`config.mk`:
```
export PLATFORM = sky130hd
export DESIGN_NAME = mul8_column_compressor
export DESIGN_NICKNAME = d
export VERILOG_FILES = /design/src/rtl/mul8_compressor_pkg.sv /design/src/rtl/full_adder.sv /design/src/rtl/mul8_column_compressor.sv
export SDC_FILE = /design/constraint.sdc
export NUM_CORES = 1
export LEC_CHECK = 0
export BUFFER_PORTS_ARGS = -buffer_cell sky130_fd_sc_hd__buf_4
export CORE_MARGIN = 4
export CORE_UTILIZATION = 49
export DETAILED_ROUTE_END_ITERATION = 6
export HOLD_SLACK_MARGIN = 0.03
export PLACE_DENSITY = 0.81
export SLEW_MARGIN = 15
export SYNTH_ARGS = -nofsm -noshare
export SYNTH_HDL_FRONTEND = slang
export SYNTH_SLANG_ARGS = --single-unit
```
`constraint.sdc`:
```
create_clock -name clk -period 0.8 [get_ports clk]
set_clock_uncertainty 0.2 [all_clocks]
set_input_delay 0.2 -clock clk [delete_from_list [all_inputs] [get_ports clk]]
set_output_delay 0.2 -clock clk [all_outputs]
set_load 0.01 [all_outputs]
```
`src/rtl/mul8_compressor_pkg.sv`:
```
// Shared constants and elaboration-time column-height helpers for the 8x8 column compressor.
// MUL8_COMPRESSOR_PIPE_EN selects a carry-save pipeline register (LATENCY 2 instead of 1).
package mul8_compressor_pkg;

  localparam int NUM_COLS = 15;
  localparam int OUT_W    = 16;
  localparam int COL_HEIGHT [NUM_COLS] = '{1, 2, 3, 4, 5, 6, 7, 8, 7, 6, 5, 4, 3, 2, 1};

`ifdef MUL8_COMPRESSOR_PIPE_EN
  localparam int LATENCY = 2;
`else
  localparam int LATENCY = 1;
`endif

  // Height of column `col` after `stage` full-adder layers: each layer turns every bit
  // triple into one sum (same column) and one carry (next column); leftovers pass through.
  // Carries out of the top column are dropped since the true sum fits in OUT_W bits.
  function automatic int col_h(input int stage, input int col);
    int h [OUT_W];
    int n [OUT_W];
    for (int c = 0; c < OUT_W; c++) begin
      h[c] = 0;
      if (c < NUM_COLS) h[c] = COL_HEIGHT[c];
    end
    for (int s = 0; s < stage; s++) begin
      for (int c = 0; c < OUT_W; c++) begin
        n[c] = h[c] / 3 + h[c] % 3;
        if (c > 0) n[c] = n[c] + h[c-1] / 3;
      end
      h = n;
    end
    return h[col];
  endfunction

  // Bit offset of column `col` inside the flattened matrix of a stage.
  function automatic int col_off(input int stage, input int col);
    int o;
    o = 0;
    for (int c = 0; c < col; c++) o = o + col_h(stage, c);
    return o;
  endfunction

  function automatic int num_stages();
    int mx;
    for (int s = 0; s < 16; s++) begin
      mx = 0;
      for (int c = 0; c < OUT_W; c++)
        if (col_h(s, c) > mx) mx = col_h(s, c);
      if (mx <= 2) return s;
    end
    return 16;
  endfunction

endpackage

```
`src/rtl/full_adder.sv`:
```
// 3:2 counter used by every layer of the column reduction tree.
module full_adder (
  input  logic a_i,
  input  logic b_i,
  input  logic c_i,
  output logic sum_o,
  output logic carry_o
);

  logic ab_x;

  assign ab_x    = a_i ^ b_i;
  assign sum_o   = ab_x ^ c_i;
  assign carry_o = (a_i & b_i) | (c_i & ab_x);

endmodule

```
`src/rtl/mul8_column_compressor.sv`:
```
// Wallace-style reduction of the 8x8 partial-product matrix to two rows plus a 16-bit adder.
// MUL8_COMPRESSOR_PIPE_EN adds a carry-save register before the final adder (latency 2).
module mul8_column_compressor
  import mul8_compressor_pkg::*;
(
  input  logic       clk,
  input  logic       rst,
  input  logic [0:0] src0,
  input  logic [1:0] src1,
  input  logic [2:0] src2,
  input  logic [3:0] src3,
  input  logic [4:0] src4,
  input  logic [5:0] src5,
  input  logic [6:0] src6,
  input  logic [7:0] src7,
  input  logic [6:0] src8,
  input  logic [5:0] src9,
  input  logic [4:0] src10,
  input  logic [3:0] src11,
  input  logic [2:0] src12,
  input  logic [1:0] src13,
  input  logic [0:0] src14,
  output logic       dst0,
  output logic       dst1,
  output logic       dst2,
  output logic       dst3,
  output logic       dst4,
  output logic       dst5,
  output logic       dst6,
  output logic       dst7,
  output logic       dst8,
  output logic       dst9,
  output logic       dst10,
  output logic       dst11,
  output logic       dst12,
  output logic       dst13,
  output logic       dst14,
  output logic       dst15
);

  localparam int STAGES = num_stages();

  logic [OUT_W-1:0] row_a, row_b, sum_d, sum_q;

  // Each stage holds its matrix flattened column by column, column 0 at the LSB end.
  // Within a column the layout is: FA sums, pass-through bits, carries from the column below.
  for (genvar s = 0; s <= STAGES; s++) begin : g_st
    localparam int TOT = col_off(s, OUT_W);
    logic [TOT-1:0] v;

    if (s == 0) begin : g_in
      assign v = {src14, src13, src12, src11, src10, src9, src8, src7,
                  src6, src5, src4, src3, src2, src1, src0};
    end else begin : g_red
      for (genvar c = 0; c < OUT_W; c++) begin : g_col
        localparam int H   = col_h(s-1, c);
        localparam int NFA = H / 3;
        localparam int REM = H % 3;
        localparam int IB  = col_off(s-1, c);
        localparam int OB  = col_off(s, c);

        for (genvar f = 0; f < NFA; f++) begin : g_fa
          if (c < OUT_W-1) begin : g_c
            localparam int HN = col_h(s-1, c+1);
            localparam int CB = col_off(s, c+1) + HN / 3 + HN % 3;
            full_adder u_fa (
              .a_i    (g_st[s-1].v[IB+3*f]),
              .b_i    (g_st[s-1].v[IB+3*f+1]),
              .c_i    (g_st[s-1].v[IB+3*f+2]),
              .sum_o  (v[OB+f]),
              .carry_o(v[CB+f])
            );
          end else begin : g_top
            logic carry_drop;
            full_adder u_fa (
              .a_i    (g_st[s-1].v[IB+3*f]),
              .b_i    (g_st[s-1].v[IB+3*f+1]),
              .c_i    (g_st[s-1].v[IB+3*f+2]),
              .sum_o  (v[OB+f]),
              .carry_o(carry_drop)
            );
          end
        end

        for (genvar r = 0; r < REM; r++) begin : g_pass
          assign v[OB+NFA+r] = g_st[s-1].v[IB+3*NFA+r];
        end
      end
    end
  end

  for (genvar c = 0; c < OUT_W; c++) begin : g_rows
    localparam int H = col_h(STAGES, c);
    localparam int O = col_off(STAGES, c);
    if (H > 0) begin : g_a
      assign row_a[c] = g_st[STAGES].v[O];
    end else begin : g_a0
      assign row_a[c] = 1'b0;
    end
    if (H > 1) begin : g_b
      assign row_b[c] = g_st[STAGES].v[O+1];
    end else begin : g_b0
      assign row_b[c] = 1'b0;
    end
  end

`ifdef MUL8_COMPRESSOR_PIPE_EN
  logic [OUT_W-1:0] row_a_q, row_b_q;

  always_ff @(posedge clk or posedge rst) begin
    if (rst) begin
      row_a_q <= '0;
      row_b_q <= '0;
    end else begin
      row_a_q <= row_a;
      row_b_q <= row_b;
    end
  end

  assign sum_d = row_a_q + row_b_q;
`else
  assign sum_d = row_a + row_b;
`endif

  // Carry out of bit 15 cannot occur: max product is 0xFE01.
  always_ff @(posedge clk or posedge rst) begin
    if (rst) sum_q <= '0;
    else     sum_q <= sum_d;
  end

  assign {dst15, dst14, dst13, dst12, dst11, dst10, dst9, dst8,
          dst7, dst6, dst5, dst4, dst3, dst2, dst1, dst0} = sum_q;

endmodule

```
==> impl_metrics.yaml <==
setup_path:
  arrival_ns: 4.06
  start_kind: "input port"
  path_class: "in2reg"
  crit_required_ns: 0.74
  critPathMaxFanout: 4
  crit_path_end_kind: "flip-flop"
cells_and_area:
  drive_gt1_frac: 0.511
  mostFrequentLayoutCells: "buf_4 (72), inv_1 (56), fa_1 (36)"
  fillCellCount: 206
  antenna_cells: 0
  final_common_cell: "buf_4"
  largest_reg_flops: 16
  areaGrowthSynthToFinish_pct: 60.7
  final_util: 0.830
  reg_top3: "sum_q (16)"
  fin_nets: 397
  regMostFlops: "sum_q"
synthesis:
  synth_nets: 289
  synthCells: 173
  netlist_area_um2: 1920
  ys_seq_elements: 16
  yosysUniqueCellTypes: 25
  avgSynthCellArea_um2: 11.1
  synth_seq_area_share: 0.208
  yosysWarnings: 0
timing:
  min_period_ns: 4.12
  finalMaxSlewViolations: 0
  worst_pin_slew_ns: 0.283
  slew_headroom: 0.811
  finalHoldViolations: 17
  setup_viol: 30
  whs_ns: -0.246
  setup_ws_ns: -3.32
  setup-tns-final_ns: -40.31
  rsz0062_at_grt: "true"
  fmax_ghz: 0.243
  period_share: 5.15
power_and_ir_drop:
  p_leak_nw: 1.60
  vdd_drop_max_mv: 2.19
  pwr_density_cell_nw_per_um2: 3550
clock_network:
  cts_buffers: 3
  cts-root-buf: "clkbuf_8"
  cts_buffer_depth: 2
  cts_tree: "done"
  cts_max_level: 1
  clock_sinks: 16
  clk_pin_slew_ns: 0.07
detailed_routing:
  drt_iter0_drc: 36
  via_per_inst: 4.84
  route.detailed.drc: 0
  avgRoutedWirePerCell_um: 15.1
  dr_total_vias: 1588
  ant_nets: 0
  firstDrtPassIters: 4
  wl_um: 4950
job:
  drv_cap: 0
die:
  std_cell_rows: 22
  core_area_um2: 3720
  pin_count: 82
  die_area_um2: 4990
  die_x_um: 70.6
  initial_core_util: 0.517
  chipHeight_um: 70.6
min_path:
  hp-class: "in2async"
status:
  status: "complete, but fails checks"
  violations: "hold timing, setup timing"
global_routing:
  grt_pass1_wl_um: 7810
  antenna_found_initial: 0
  grt-ovfl-total: 0
  grt_pass1_vias: 1832
  grt.total_usage: 0.196
  grt_max_degree: 17
placed_design:
  hpwlAfterDp_um: 3520
  globalplace.congestion: 0.790
  port_buffers: 81
==> cell usage after synthesis <==
cell type	n	area (µm²)
nand3_1	5	25.0
nor3_1	1	5.00
nand2b_1	1	6.26
o41ai_2	1	16.3
clkinv_2	1	5.00
o31ai_1	2	15.0
nor4_4	2	42.5
inv_1	63	236
dfrtp_1	16	400
o21ai_0	1	5.00
a21oi_2	1	8.76
xor2_1	4	35.0
nand3_2	1	10.0
nor2_1	3	11.3
a21oi_1	3	15.0
nand3_4	1	17.5
fa_1	42	841
xnor2_1	8	70.1
nand2_1	3	11.3
ha_1	8	100
o21ai_2	1	8.76
o21a_1	1	7.51
nand3b_1	1	7.51
a211oi_1	1	7.51
and3_1	2	12.5
==> cell type report <==
cell class | count | area [µm²] | share of cell area
well taps | 48 | 60.1 | 0.0195
flip-flops and latches | 16 | 400 | 0.130
inverters | 64 | 251 | 0.0815
repair buffers | 103 | 898 | 0.291
multi-input cells | 93 | 1420 | 0.460
clock buffers | 4 | 55.1 | 0.0178
==> metal layers <==
metal / track usage / up-vias / wire (µm)
met5: 0 / - / 0
met4: 0.0731 / 0 / 222
met3: 0.0241 / 19 / 267
met2: 0.380 / 71 / 2860
met1: 0.217 / 787 / 1600
li1: - / 711 / -
==> logic make-up (layout without fill, tap and decap cells) <==
logic type                 Yosys count  in the layout  share of synthesized area
AOI/OAI and AO/OA                   11             11                     0.0436
xor gates and xnor gates            12             12                     0.0547
adders and majority gates           50             50                      0.490
buffers and inverters               64            171                      0.126
DFF                                 16             16                      0.208
and+or+nand+nor                     20             20                     0.0775
==> where the power goes <==
group          switching [mW]  total [mW]  internal (mW)
logic                    4.11        8.82           4.72
registers               0.178        1.41           1.23
clock network           0.287       0.724          0.437
total                    4.57        11.0           6.38
==> stage by stage <==
step	total power, mW	hold WS (ns)	setup slack, ns	cell area, µm²	std cells
after global placement	8.14	0.0267	-3.48	2790	321
after global routing	11.8	-0.232	-3.44	3090	328
after detailed placement	8.44	0.0280	-3.60	2790	321
after CTS	10.3	-0.240	-3.28	3010	328
after floorplan	5.82	-0.0863	-3.32	1970	173
final	11.0	-0.246	-3.32	3090	328
==> worst paths after layout <==
check / start / endpoint / slack, ns / cells past startpoint
min in group clk: src0 / sum_q[0]$_DFF_PP0_ / -0.15 / 1
worst max-delay path: src6[0] / sum_q[11]$_DFF_PP0_ / -3.32 / 16
worst min-delay path: rst / sum_q[11]$_DFF_PP0_ / -0.25 / 3
max in group asynchronous: rst / sum_q[2]$_DFF_PP0_ / 0.52 / 3
==> repair_timing <==
| action | CTS | global route |
|---|---|---|
| endpoints found under the setup margin | 30 | 30 |
| gates resized for setup | 36 | 17 |
| pin swaps | 11 | 8 |
| endpoints found under the hold margin | 18 | 18 |
| setup buffers | 3 | 1 |
==> worst max-delay path, cell delays in order <==
cell	delay [ns]
buf_6	0.08
inv_4	0.03
fa_1	0.55
inv_2	0.04
fa_1	0.49
inv_1	0.06
fa_1	0.52
inv_2	0.05
fa_2	0.38
fa_2	0.36
fa_2	0.38
ha_4	0.29
nand3_4	0.13
o31ai_4	0.27
a21oi_2	0.09
xnor2_1	0.13
(Power assumes the default switching activity.)
